**src/rtl/mem_client_arbiter.sv**
```systemverilog
// Round-robin arbiter sharing one external memory port between the
// instruction cache (client 0) and the data cache (client 1).
module mem_client_arbiter #(
  parameter int ADDR_BITS = 28,
  parameter int DATA_BITS = 128,
  parameter int TAG_BITS  = 5,
  parameter int BEATS     = 4
) (
  input  logic                     clk,
  input  logic                     reset,
  input  logic [1:0]               cli_req_valid,
  output logic [1:0]               cli_req_ready,
  input  logic [1:0]               cli_req_rw,
  input  logic [2*ADDR_BITS-1:0]   cli_req_addr,
  input  logic [2*TAG_BITS-1:0]    cli_req_tag,
  input  logic [1:0]               cli_req_data_valid,
  output logic [1:0]               cli_req_data_ready,
  input  logic [2*DATA_BITS-1:0]   cli_req_data_bits,
  input  logic [2*DATA_BITS/8-1:0] cli_req_data_mask,
  output logic [1:0]               cli_resp_valid,
  output logic [DATA_BITS-1:0]     cli_resp_data,
  output logic [TAG_BITS-1:0]      cli_resp_tag,
  output logic                     mem_req_valid,
  input  logic                     mem_req_ready,
  output logic                     mem_req_rw,
  output logic [ADDR_BITS-1:0]     mem_req_addr,
  output logic [TAG_BITS-1:0]      mem_req_tag,
  output logic                     mem_req_data_valid,
  input  logic                     mem_req_data_ready,
  output logic [DATA_BITS-1:0]     mem_req_data_bits,
  output logic [DATA_BITS/8-1:0]   mem_req_data_mask,
  input  logic                     mem_resp_valid,
  input  logic [DATA_BITS-1:0]     mem_resp_data,
  input  logic [TAG_BITS-1:0]      mem_resp_tag
);

  localparam int MASK_BITS = DATA_BITS / 8;
  localparam int CNT_BITS  = (BEATS > 1) ? $clog2(BEATS) : 1;
  localparam logic [CNT_BITS-1:0] LAST_BEAT = CNT_BITS'(BEATS - 1);

  typedef enum logic [1:0] {
    IDLE  = 2'd0,
    WDATA = 2'd1,
    RDATA = 2'd2
  } state_t;

  state_t              state_q, state_d;
  logic                grant_q, grant_d;
  logic                last_grant_q, last_grant_d;
  logic [CNT_BITS-1:0] beat_cnt_q, beat_cnt_d;
  logic                sel;

  // On contention the client that did not win last time gets the port.
  always_comb begin
    if (cli_req_valid == 2'b11) sel = ~last_grant_q;
    else                        sel = cli_req_valid[1];
  end

  always_comb begin
    mem_req_rw        = sel ? cli_req_rw[1] : cli_req_rw[0];
    mem_req_addr      = sel ? cli_req_addr[2*ADDR_BITS-1:ADDR_BITS] : cli_req_addr[ADDR_BITS-1:0];
    mem_req_tag       = sel ? cli_req_tag[2*TAG_BITS-1:TAG_BITS] : cli_req_tag[TAG_BITS-1:0];
    mem_req_data_bits = grant_q ? cli_req_data_bits[2*DATA_BITS-1:DATA_BITS]
                                : cli_req_data_bits[DATA_BITS-1:0];
    mem_req_data_mask = grant_q ? cli_req_data_mask[2*MASK_BITS-1:MASK_BITS]
                                : cli_req_data_mask[MASK_BITS-1:0];
    cli_resp_data     = mem_resp_data;
    cli_resp_tag      = mem_resp_tag;
  end

  // Handshakes are gated by reset so an asynchronous reset silences the port at once.
  always_comb begin
    state_d            = state_q;
    grant_d            = grant_q;
    last_grant_d       = last_grant_q;
    beat_cnt_d         = beat_cnt_q;
    mem_req_valid      = 1'b0;
    cli_req_ready      = 2'b00;
    mem_req_data_valid = 1'b0;
    cli_req_data_ready = 2'b00;
    cli_resp_valid     = 2'b00;
    if (!reset) begin
      unique case (state_q)
        IDLE: begin
          mem_req_valid = |cli_req_valid;
          cli_req_ready = sel ? {mem_req_ready, 1'b0} : {1'b0, mem_req_ready};
          if (mem_req_valid && mem_req_ready) begin
            grant_d      = sel;
            last_grant_d = sel;
            state_d      = mem_req_rw ? WDATA : RDATA;
          end
        end
        WDATA: begin
          mem_req_data_valid = grant_q ? cli_req_data_valid[1] : cli_req_data_valid[0];
          cli_req_data_ready = grant_q ? {mem_req_data_ready, 1'b0} : {1'b0, mem_req_data_ready};
          if (mem_req_data_valid && mem_req_data_ready) state_d = IDLE;
        end
        RDATA: begin
          cli_resp_valid = grant_q ? {mem_resp_valid, 1'b0} : {1'b0, mem_resp_valid};
          if (mem_resp_valid) begin
            if (beat_cnt_q == LAST_BEAT) begin
              beat_cnt_d = '0;
              state_d    = IDLE;
            end else begin
              beat_cnt_d = beat_cnt_q + 1'b1;
            end
          end
        end
        default: state_d = IDLE;
      endcase
    end
  end

  always_ff @(posedge clk or posedge reset) begin
    if (reset) begin
      state_q      <= IDLE;
      grant_q      <= 1'b0;
      last_grant_q <= 1'b1;
      beat_cnt_q   <= '0;
    end else begin
      state_q      <= state_d;
      grant_q      <= grant_d;
      last_grant_q <= last_grant_d;
      beat_cnt_q   <= beat_cnt_d;
    end
  end

endmodule
```
**config.mk**
```make
export PLATFORM = sky130hd
export DESIGN_NAME = mem_client_arbiter
export DESIGN_NICKNAME = d
export VERILOG_FILES = /design/src/rtl/mem_client_arbiter.sv
export SDC_FILE = /design/constraint.sdc
export NUM_CORES = 1
export LEC_CHECK = 0
export ABC_CLOCK_PERIOD_IN_PS = 1820
export BUFFER_PORTS_ARGS = -buffer_cell sky130_fd_sc_hd__buf_2
export CAP_MARGIN = 10
export CORE_AREA = 5 5 319 321
export CTS_CLUSTER_DIAMETER = 120
export DETAILED_ROUTE_END_ITERATION = 10
export DIE_AREA = 0 0 324 326
export PLACE_DENSITY = 0.3
export REMOVE_ABC_BUFFERS = 1
export SKIP_CTS_REPAIR_TIMING = 1
export SLEW_MARGIN = 20
export SYNTH_ARGS = -nofsm -noshare
export SYNTH_HDL_FRONTEND = slang
export SYNTH_SLANG_ARGS = --single-unit
```
**constraint.sdc**
```tcl
create_clock -name clk -period 1.82 [get_ports clk]
set_clock_uncertainty 0.1 [all_clocks]
set_input_delay 0.273 -clock clk [delete_from_list [all_inputs] [get_ports clk]]
set_output_delay 0.273 -clock clk [all_outputs]
set_load 0.02 [all_outputs]
```
; Word level (Yosys, flattened, before mapping)
; Index checks and enable logic that the tools add are counted.
[totals]
out_inout_bits = 319
elab_cells = 49
in_bits = 498
regBits = 6
[op_classes]
n_eq_ne = 8
n_reduce_logical = 7
n_mux = 27
addsub = 1
n_bitwise = 2
[ops]
columns = operator, count
row1 = 128-bit two-way mux, 1
row2 = 2-bit two-way mux, 15
row3 = 28-bit two-way mux, 1
row4 = 16-bit two-way mux, 1
row5 = "2-bit inequality test, second input constant", 4
row6 = 1-bit two-way mux, 7
row7 = "2-bit == test, second input constant", 3
row8 = 2-bit one-hot mux with 3 select lines, 1
row9 = 3-bit AND reduction, 2
row10 = 5-bit two-way mux, 1
row11 = 5-bit AND reduction, 1
row12 = "2-bit by 1-bit adder with 2-bit output, second input constant", 1
row13 = "2-bit by 1-bit == test with 1-bit output, second input constant", 1
row14 = 1-bit logical AND, 2
row15 = 2-bit zero test, 1
row16 = 1-bit inverter, 2
row17 = 2-bit OR reduction, 1

; Depth between registers and ports, before layout
; Gate-level depths: netlist of run 1.
[depth]
word_depth = 6
depth_mapped = 4
mapped_depth_nobuf = 4

; Worst setup path before layout of run 1
; OpenSTA, ideal clock, no wires.
[synth_path]
path_type = register -> output
start = register grant_q
end = output cli_req_data_ready[1]
setup_slack_ns = -0.145
stages_incl_launch_ff = 5
arrival_time_ns = 1.592
n_path_buf = 2
t_required_ns = 1.447
path_cell_list = dfrtp_1 buf_2 buf_2 inv_1 nor4_1
[synth_between]
elab_chain_len = 3
[synth_rtl]
columns = element, line_no
row1 = "start, declared", 48  ; logic grant_q, grant_d;
row2 = "start signal, assigned", 122  ; grant_q <= grant_d;
row3 = 2-bit two-way mux, 95  ; cli_req_data_ready = grant_q ? {mem_req_data_ready, 1'b0} : {1'b0, mem_req_data_ready};
row4 = 2-bit two-way mux, 83  ; unique case (state_q)
row5 = 2-bit two-way mux, 82  ; if (!reset) begin
row6 = "end, declared", 17  ; output logic [1:0] cli_req_data_ready,
; No other way between the ends.

; Worst setup path after layout of run 1
[layout_path]
start = register grant_q
end = output mem_req_data_bits[55]
[layout_between]
elab_chain_len = 1
[layout_rtl]
columns = element, line_no
row1 = 128-bit two-way mux, 63  ; mem_req_data_bits = grant_q ? cli_req_data_bits[2*DATA_BITS-1:DATA_BITS]
row2 = "end, declared", 30  ; output logic [DATA_BITS-1:0] mem_req_data_bits,
; No other way between the ends.

==> impl_results.md, run 1 <==
- Status: finished with violations
- Violations in the final reports: setup timing
- Core area: 98980 um^2
- Cells after Synth: about 380
- Fraction of layout cells with a size suffix above 1: 96.24%
- Worst Path Arrival: 1.73 ns
- I/O pin count: 817
- Rows: roughly 120
- Startpoint type of the worst setup path: flip-flop
- Post-DP HPWL: 65430 um
- Slew @ Worst Pin: 0.4012 ns
- Sink Count: 6
- Commonest non-fill, non-tap cells in the layout: buf_2 (486), mux2_2 (169), buf_6 (55), buf_4 (37), buf_12 (11)
- DR WL/cell: 35.50 um
- Largest net degree at the start of global routing: 28
- Die width: 324 um
- Final WS setup: -0.2870 ns
- CTS clk-pin slew, worst paths: 0.05 ns
- Final core occ: around 8.0%
- TritonCTS Buffers: 3
- Leak Pwr: 3.557 nW
- Synth cell types: 29
- Final #Nets: between 1000 and 1500
- First-pass DRT Iterations: 4
- CTS tree: yes
- Number of global-route vias before repair: approximately 5400
- Most common cell after layout, fill and taps aside: buf_2
- Non-filler cells, final: 2127
- Design area: around 8000 um^2
- All-layer global routing usage: roughly an eighth
- Layout fillers: 11690
- Die Ht: 326 um
- CP endpoint kind: output pin
- Iteration-0 DRC count of the detailed router: between 200 and 250
- Placer Congestion: 0.7319
- Critical path data required time: 1.45 ns
- Routed wire length: 75520 um
- Pwr per Cell Area: 1129 nW/um^2
- Register area share after synthesis: 4.273%
- Initial antenna violation count: 28
- Final Hold Vio Count: 0
- CP Class: flip-flop to output pin
- Area growth syn-to-layout: 124.8%
- Dpl cell area: 7146 um^2
- RSZ-0062 raised after global routing: yes
- Via count: 5353
- Hold WC Path Type: input port to asynchronous set/reset pin
- Maxcap violations: 0
- Synthesis warning total: 0
- Setup violators final: 182
- Critical path peak fanout: 27
- Grt ovf: 0
- Final worst path period share: 115.8%
- Syn_area_per_cell: approximately 9.4 um^2
- Flop and latch count out of synthesis: 6
- First-pass GRT wire length: 83230 um
- Worst slew margin: 72.88%
- Worst-skew pair later-pin latency: 0.25 ns
- Clock period minus worst slack: 2.107 ns
- Fmax achieved: about 0.47 GHz
- Longest Clk Path Bufs: 2
- H-tree depth: 1
- Via density: ~2.5
- Max VDD drop: 0.4759 mV
- Routed Antenna Nets: 0
- Initial Utilization: 3.580%
- Placed instance count: 2103
- # DRC: 0
- Clk root buf: clkbuf_16
- Pins over their slew limit: 0
- Die area: ~110000 um^2
- Synth Cell Area: 3543 um^2
- I/O Buffers: 550
- R2r worst-path depth: 8
[through the flow]
step,hold slack (ns),power [mW],setup TNS (ns),worst slack [ns]
global route,0.1415,9.571,-39.79,-0.3235
detailed placement,0.3795,7.738,-1.514,-0.09643
finish,0.1041,8.990,-29.71,-0.2870
CTS,0.1055,8.211,-36.66,-0.3784
floorplan,-0.03677,2.933,-389.61,-2.989
global placement,0.3877,7.761,-1.351,-0.09208
[where the power goes]
| group | switching, mW | leakage (nW) | internal (mW) |
|---|---|---|---|
| registers | 0.0927 | 0.0729 | 0.209 |
| clock network | 0.115 | 0.0382 | 0.295 |
| logic | 4.69 | 3.45 | 3.59 |
[sequential cells by signal, summed over array words and instances, names as in the netlist]
name          flops
grant_q           1
last_grant_q      1
state_q           2
beat_cnt_q        2
[metal layers]
layer	up-vias	global-route usage (%)	part of all wire, %
li1	2088	-	-
met1	2308	15.37	40
met2	860	14.60	32
met3	69	15.39	25
met4	28	1.043	1.1
met5	-	9.769	1.9
[cells in the mapped netlist]
cell type / n / share of area [%]
buf_6: 2 / 0.64
inv_1: 4 / 0.42
nor2_1: 4 / 0.42
or3b_4: 1 / 0.32
ha_1: 1 / 0.35
a21boi_2: 1 / 0.32
buf_2: 14 / 2.0
buf_4: 136 / 29
a21oi_1: 2 / 0.28
clkbuf_1: 1 / 0.11
dfrtp_1: 5 / 3.5
buf_1: 1 / 0.11
o22ai_1: 1 / 0.18
dfstp_2: 1 / 0.74
a2111oi_4: 1 / 0.78
o2bb2ai_1: 1 / 0.25
a32o_1: 1 / 0.28
nor3b_1: 1 / 0.21
nor4b_1: 2 / 0.49
nor3_1: 1 / 0.14
a31oi_1: 1 / 0.18
nor2b_1: 2 / 0.35
nor4_1: 2 / 0.35
mux2_2: 179 / 57
and2_1: 2 / 0.35
mux2i_1: 2 / 0.56
nand2b_1: 1 / 0.18
or3b_1: 1 / 0.25
nand2_1: 5 / 0.53
[area by class of cell]
type / count / area [um^2] / share of cell area (%)
Timing Repair Buffer: 598 / 3725 / 46.77
Multi-Input combinational cell: 212 / 2354 / 29.55
Tap cell: 1298 / 1624 / 20.39
Sequential cell: 6 / 155.1 / 1.948
Clock buffer: 4 / 78.83 / 0.9898
Inverter: 4 / 15.01 / 0.1885
Antenna cell: 5 / 12.51 / 0.1571
[logic make-up after synthesis]
kind of cell / after synthesis / synth area share [%]
multiplexers: 181 / 57.45
buffers and inverters: 158 / 32.06
AND/OR/NAND/NOR: 22 / 3.602
AO/OA/AOI/OAI: 8 / 2.260
flip-flops: 6 / 4.273
adder cells (fa/ha/maj): 1 / 0.3531
[worst max-delay path: stages (launching register included)]
cell     delay (ns)
dfrtp_4        0.50
buf_8          0.25
mux2_2         0.48
buf_2          0.20
[final timing paths]
path	startpoint	endpoint	slack, ns
worst max-delay path	grant_q	mem_req_data_bits[55]	-0.29
min in group clk	cli_req_valid[0]	last_grant_q	0.23
max in group asynchronous	reset	last_grant_q	1.21
worst max register to register	last_grant_q	state_q[0]	0.01
worst min register to register	beat_cnt_q[1]	beat_cnt_q[1]	0.41
worst min-delay path	reset	beat_cnt_q[0]	0.10
Note: power is estimated with default switching activity, not from simulation.
==> run 2, diff against run 1 <==
- ABC_AREA: unset -> 1
- CORE_AREA: 5 5 319 321 -> 5 5 316 318
- DIE_AREA: 0 0 324 326 -> 0 0 321 323
- PLACE_DENSITY: 0.3 -> 0.31
==> run 2 against run 1 <==
The flow still finishes with violations (setup timing). Final cell count increased by 17%. Register-to-register slack better by 0.21 ns. Utilization grew 0.56 points. Flip-flop and latch count is the same. Design area grew 4.1%. Routed wire length fell by 0.82%. First-iteration DRC count increased by 81%. Worst hold slack worse by 0.090 ns. Critical path depth grew 2. Die area decreased by 1.8%.
==> impl_results.md, run 2 <==
- Critical path peak fanout: 29 (was 27)
- I/O Buffers: 550 (unchanged)
- Clock period minus worst slack: 1.979 ns (was 2.107 ns)
- Via density: 2.812 (was 2.517)
- Slew @ Worst Pin: 0.4335 ns (was 0.4012 ns)
- Synth top area share: 56.65% (was 56.89%)
- Hold WC Path Type: input port to asynchronous set/reset pin (unchanged)
- Rows: 114 (was 116)
- Post-synth EDFFs: 0 (unchanged)
- Largest net degree at the start of global routing: 36 (was 28)
- Most common cell after layout, fill and taps aside: nand2_1 (was buf_2)
- Final Hold Vio Count: 0 (unchanged)
- Flop and latch count out of synthesis: 6 (unchanged)
- Top FF cell, synth: dfrtp_1 (unchanged)
- Via count: 6986 (was 5353)
- Reg-to-reg startpoint: grant_q (was last_grant_q)
- Synth top area cells: nand2_1 (57%), buf_4 (29%), buf_2 (3.7%) (was mux2_2 (57%), buf_4 (29%), dfrtp_1 (3.5%))
- Area growth syn-to-layout: 125.4% (was 124.8%)
- Violations in the final reports: setup timing (unchanged)
- Startpoint type of the worst setup path: flip-flop (unchanged)
- Die area: 103700 um^2 (was 105600 um^2)
- Routed Antenna Nets: 0 (unchanged)
- Longest Clk Path Bufs: 2 (unchanged)
- First-pass GRT wire length: 86260 um (was 83230 um)
- Iteration-0 DRC count of the detailed router: 435 (was 240)
- Clk root buf: clkbuf_16 (unchanged)
- Sink Count: 6 (unchanged)
- Critical path data required time: 1.45 ns (about the same)
- Syn_area_per_cell: 4.745 um^2 (was 9.424 um^2)
- Initial antenna violation count: 6 (was 28)
- Pins over their slew limit: 0 (unchanged)
- CTS tree: yes (unchanged)
- CP endpoint kind: output pin (unchanged)
- Die width: 321 um (was 324 um)
- RSZ-0062 raised after global routing: yes (unchanged)
- Final worst path period share: 108.7% (was 115.8%)
- First-pass DRT Iterations: 5 (was 4)
- Status: finished with violations (unchanged)
- Register area share after synthesis: 4.117% (was 4.273%)
- Fraction of layout cells with a size suffix above 1: 56.15% (was 96.24%)
- CTS clk-pin slew, worst paths: 0.04 ns (was 0.05 ns)
- DR WL/cell: 30.15 um (was 35.50 um)
- Leading area contributor after synthesis: nand2_1 (was mux2_2)
- H-tree depth: 1 (unchanged)
- Leak Pwr: 4.620 nW (was 3.557 nW)
- Synth cell types: 21 (was 29)
- Area of the multi-input gates: 2500 um^2 (was 2354 um^2)
- Synth Cell Area: 3677 um^2 (was 3543 um^2)
- Pwr per Cell Area: 1425 nW/um^2 (was 1129 nW/um^2)
- Layout fillers: 11540 (was 11690)
- Max VDD drop: 0.3531 mV (was 0.4759 mV)
- CP Class: flip-flop to output pin (unchanged)
- Placed instance count: 2465 (was 2103)
- Non-filler cells, final: 2484 (was 2127)
- Cells after Synth: 775 (was 376)
- Setup violators final: 168 (was 182)
- # DRC: 0 (unchanged)
- Die Ht: 323 um (was 326 um)
- Final WS setup: -0.1592 ns (was -0.2870 ns)
- Maxcap violations: 0 (unchanged)
- Worst-skew pair later-pin latency: 0.23 ns (was 0.25 ns)
- Fmax achieved: 0.5053 GHz (was 0.4746 GHz)
- Pre-CTS setup slack: -0.09260 ns (was -0.09643 ns)
- Dpl cell area: 7466 um^2 (was 7146 um^2)
- Worst slew margin: 70.79% (was 72.88%)
- Worst Path Arrival: 1.61 ns (was 1.73 ns)
- CP startpoint: grant_q (unchanged)
- All-layer global routing usage: 13.08% (was 13.03%)
- TritonCTS Buffers: 3 (unchanged)
- Largest registers: beat_cnt_q: 2 flops, state_q: 2 flops (unchanged)
- Initial Utilization: 3.819% (was 3.580%)
- Post-DP HPWL: 62960 um (was 65430 um)
- Number of global-route vias before repair: 6976 (was 5359)
- Grt ovf: 0 (unchanged)
- Commonest cells post-synth: nand2_1 (555), buf_4 (141), buf_2 (27), nor2_1 (11), inv_1 (9) (was mux2_2 (179), buf_4 (136), buf_2 (14), dfrtp_1 (5), nand2_1 (5))
- Core area: 96280 um^2 (was 98980 um^2)
- Routed wire length: 74900 um (was 75520 um)
- I/O pin count: 817 (unchanged)
- Most common cell in the netlist: nand2_1 (was mux2_2)
- Synthesis warning total: 0 (unchanged)
- Placer Congestion: 0.8050 (was 0.7319)
- Post-synth ARST share: 100.0% (unchanged)
- Reg area: 155.1 um^2 (unchanged)
- Commonest non-fill, non-tap cells in the layout: nand2_1 (488), buf_2 (481), nand2_2 (53), buf_4 (36), buf_6 (29) (was buf_2 (486), mux2_2 (169), buf_6 (55), buf_4 (37), buf_12 (11))
- Final #Nets: 1704 (was 1324)
- Design area: 8289 um^2 (was 7964 um^2)
==> run 2: cell count changes after synthesis, moves of 3 or more <==
cell / change
o21ai_0: +3
nand2_1: +550
buf_4: +5
nand3_1: +7
inv_1: +5
buf_2: +13
nor2_1: +7
mux2_2: -179
==> run 2: critical path, stage by stage, from the launching register on <==
cell	delay, ns
dfrtp_4	0.54
buf_16	0.18
buf_16	0.18
nand2_2	0.13
nand2_2	0.12
buf_4	0.18
==> run 2: worst paths after layout <==
check | slack, ns | depth (start not counted) | end
worst max-delay path | -0.16 | 5 | mem_req_data_bits[34]
worst min-delay path | 0.01 | 3 | state_q[1]
worst max register to register | 0.22 | 8 | state_q[0]
worst min register to register | 0.37 | 2 | beat_cnt_q[1]
max in group asynchronous | 1.41 | 3 | last_grant_q
min in group clk | 0.32 | 5 | beat_cnt_q[1]
==> run 2: cell type report <==
| type | count | share of cell area [%] |
|---|---|---|
| Multi-Input combinational cell | 587 | 30.16 |
| Sequential cell | 6 | 1.872 |
| Inverter | 11 | 0.7396 |
| Clock buffer | 4 | 0.9509 |
| Antenna cell | 4 | 0.1208 |
| Timing Repair Buffer | 596 | 46.90 |
| Tap cell | 1276 | 19.26 |
==> run 2: kinds of logic after synthesis <==
| group | count (synthesis) | share of synthesized area, % |
|---|---|---|
| AOI/OAI and AO/OA | 6 | 0.8844 |
| DFF | 6 | 4.117 |
| buffers and inverters | 182 | 34.57 |
| adders and majority gates | 1 | 0.3402 |
| and+or+nand+nor | 580 | 60.09 |
==> run 2: per-stage QoR <==
| step | setup TNS (ns) | total power, mW | hold slack, ns | util (%) |
|---|---|---|---|---|
| 3_5_place_dp | -0.6997 | 10.18 | 0.2576 | 7.754 |
| 3_3_place_gp | -0.6544 | 10.31 | 0.2719 | 7.754 |
| 2_1_floorplan | -463.64 | 3.996 | 0.01216 | - |
| 4_1_cts | -24.07 | 10.63 | 0.01246 | 7.836 |
| 5_1_grt | -23.98 | 12.78 | 0.06140 | 8.607 |
| 6_report | -10.91 | 11.82 | 0.01455 | 8.609 |
==> run 2: power by group <==
part	internal [mW]	leakage, nW	switching, mW	total, mW
logic	3.99	4.51	7.15	11.1
clock network	0.292	0.0382	0.0911	0.383
registers	0.209	0.0716	0.0815	0.291
total	4.49	4.62	7.32	11.8
==> run 2: layer usage <==
metal | track usage [%] | routed length (um) | share of wire (%) | vias to the layer above
li1 | - | - | - | 3034
met2 | 16.11 | 25880 | 35 | 900
met4 | 1.554 | 1050 | 1.4 | 24
met1 | 15.03 | 29700 | 40 | 2968
met3 | 13.84 | 16650 | 22 | 60
met5 | 9.342 | 1606 | 2.1 | -
==> run 3, diff against run 2 <==
- ABC_CLOCK_PERIOD_IN_PS: 1820 -> 2000
- clock period: 1.82 -> 2 ns (I/O delays scaled with it)
==> run 3 against run 2 <==
The run still ends with setup timing left. Largest power group unchanged. Sequential share of layout area down 0.052 points. Non-clock buffer count up 4. Routed wire length down 3.0%. Critical path type unchanged. Die area unchanged. Flip-flop and latch count unchanged. Sequential power down 11%. Largest cell class unchanged. First-iteration DRC count up 19%. Via count up 1.0%. Setup slack better by 0.15 ns.
==> impl_results.md, run 3 (synthesized netlist as in run 2, its figures left out) <==
- Status: finished with violations (unchanged)
- Violations in the final reports: setup timing (unchanged)
- Number of global-route vias before repair: 6729 (was 6976)
- Final Hold Vio Count: 0 (unchanged)
- Fmax achieved: just under 0.5 GHz
- Sequential share of power: 2.3% (was 2.5%)
- Clk root buf: clkbuf_16 (unchanged)
- Critical path peak fanout: 11 (was 29)
- Worst-path cell chain: buf_12 > clkinv_16 > buf_6 > nand2_1 > nand2_1 > buf_2 (was buf_16 > buf_16 > nand2_2 > nand2_2 > buf_4)
- Most common cell after layout, fill and taps aside: nand2_1 (unchanged)
- Core area: 96280 um^2 (unchanged)
- H-tree depth: 1 (unchanged)
- Comb power frac: 94.7% (was 94.3%)
- Pins over their slew limit: 0 (unchanged)
- Pre-CTS setup slack: -0.1099 ns (was -0.09260 ns)
- Switching part of the total: 60.13% (was 61.99%)
- First-pass GRT wire length: 81380 um (was 86260 um)
- Post-DP HPWL: 59750 um (was 62960 um)
- Placer Congestion: 0.7820 (was 0.8050)
- Largest registers: beat_cnt_q: 2 flops, state_q: 2 flops (unchanged)
- Cell internal pwr: 4.517 mW (was 4.491 mW)
- Initial antenna violation count: 5 (was 6)
- Worst slew margin: 67.19% (was 70.79%)
- Maxcap violations: 0 (unchanged)
- Longest Clk Path Bufs: 2 (unchanged)
- Die width: 321 um (unchanged)
- # DRC: 0 (unchanged)
- Worst Path Arrival: 1.61 ns (about the same)
- CTS clk-pin slew, worst paths: 0.04 ns (about the same)
- Worst-skew pair later-pin latency: 0.23 ns (about the same)
- Routed wire length: 72670 um (was 74900 um)
- RSZ-0062 raised after global routing: yes (unchanged)
- Non-filler cells, final: 2486 (was 2484)
- Slew @ Worst Pin: 0.4869 ns (was 0.4335 ns)
- Pwr per Cell Area: 1329 nW/um^2 (was 1425 nW/um^2)
- Hold WC Path Type: input port to asynchronous set/reset pin (unchanged)
- Clk pwr share: 3.0% (was 3.2%)
- Max VDD drop: 0.3688 mV (was 0.3531 mV)
- Die Ht: 323 um (unchanged)
- Leak Pwr: 4.679 nW (was 4.620 nW)
- Placed instance count: 2452 (was 2465)
- Grt ovf: 0 (unchanged)
- Final worst path period share: 100.7%
- CP Class: flip-flop to output pin (unchanged)
- Rows: 114 (unchanged)
- Area growth syn-to-layout: 131.9% (was 125.4%)
- Cell family with most CP delay: buffers and inverters (was flip-flops)
- Setup violators final: 8 (was 168)
- Via density: 2.839 (was 2.812)
- Critical path data required time: 1.60 ns (was 1.45 ns)
- Commonest non-fill, non-tap cells in the layout: nand2_1 (483), buf_2 (448), nand2_2 (68), buf_6 (62), buf_4 (48) (was nand2_1 (488), buf_2 (481), nand2_2 (53), buf_4 (36), buf_6 (29))
- First-pass DRT Iterations: 5 (unchanged)
- Iteration-0 DRC count of the detailed router: 518 (was 435)
- TritonCTS Buffers: 3 (unchanged)
- Via count: 7057 (was 6986)
- CP endpoint kind: output pin (unchanged)
- Final #Nets: 1709 (was 1704)
- Largest net degree at the start of global routing: 64 (was 36)
- Largest stage delay on the critical path: 0.53 ns (was 0.54 ns)
- Sink Count: 6 (unchanged)
- Routed Antenna Nets: 0 (unchanged)
- DR WL/cell: 29.23 um (was 30.15 um)
- Psw: 6.812 mW (was 7.325 mW)
- I/O Buffers: 550 (unchanged)
- Crit path top cell by count: nand2_1
- CTS tree: yes (unchanged)
- Final WS setup: -0.01366 ns (was -0.1592 ns)
- Clock period minus worst slack: 2.014 ns
- Die area: 103700 um^2 (unchanged)
- Fraction of layout cells with a size suffix above 1: 56.74% (was 56.15%)
- Critical path buffers and inverters: 4 (was 3)
- Initial Utilization: 3.819% (unchanged)
- Slowest cell on crit path: dfrtp_4 (unchanged)
- Startpoint type of the worst setup path: flip-flop (unchanged)
- All-layer global routing usage: 12.32% (was 13.08%)
- I/O pin count: 817 (unchanged)
-- run 3: cell types whose count changed in the layout (fill, tap and decap cells not counted), moves of 4 or more --
cell | previous run | this run
buf_2 | 481 | 448
buf_4 | 36 | 48
buf_6 | 29 | 62
buf_8 | 2 | 6
clkbuf_4 | 13 | 2
nand2_1 | 488 | 483
nand2_2 | 53 | 68
nand2_4 | 16 | 6
-- run 3: layout make-up --
cell class	instances	area (um^2)
Antenna cell	1	2.502
Inverter	11	75.07
Multi-Input combinational cell	587	2469
Clock buffer	4	78.83
Timing Repair inverter	1	11.26
Fill cell	11510	87750
Tap cell	1276	1597
Timing Repair Buffer	600	4139
Sequential cell	6	155.1
-- run 3: metrics by stage --
stage / util (%) / TNS, ns / cell area, um^2 / power (mW) / hold slack [ns]
floorplan: - / -440.30 / 2450 / 3.900 / 0.03916
global placement: 7.575 / -0.06937 / 7293 / 8.970 / 0.2672
detailed placement: 7.575 / -0.1405 / 7293 / 8.888 / 0.2748
CTS: 7.657 / -9.429 / 7372 / 9.287 / 0.03344
global route: 8.854 / -1.322 / 8524 / 12.24 / 0.05221
finish: 8.856 / -0.06581 / 8527 / 11.33 / 0.02656
-- run 3: layer usage --
layer  share of wire, %  vias up  global-route usage (%)  routed length (um)
met3                 22       52                   13.65               16300
met5                1.5        -                   7.755                1114
met1                 40     3054                   14.41               28820
met2                 35      889                   14.59               25660
met4                1.1       18                   1.245                 777
li1                   -     3044                       -                   -
-- run 3: worst paths after layout --
kind	start	end	slack [ns]	depth (start not counted)
max reg2reg	grant_q	grant_q	0.26	5
max	grant_q	mem_req_data_bits[72]	-0.01	6
min in group clk	mem_resp_valid	beat_cnt_q[1]	0.34	5
max in group asynchronous	reset	last_grant_q	1.56	3
min	reset	state_q[1]	0.03	3
min reg2reg	last_grant_q	last_grant_q	0.38	2
-- run 3: power groups by stage --
stage	combinational, mW	sequential [mW]	clock [mW]
after floorplan	3.44	0.457	0
after global placement	8.71	0.258	0
after detailed placement	8.63	0.253	0
after CTS	8.68	0.255	0.357
after global routing	11.6	0.269	0.366
final	10.7	0.259	0.342
-- run 3: worst register-to-register path, cell delays in order (launching register included) --
cell and delay (ns):
dfrtp_4 0.48, buf_12 0.16, clkinv_16 0.11, buf_12 0.16
buf_8 0.14, o21ai_0 0.42
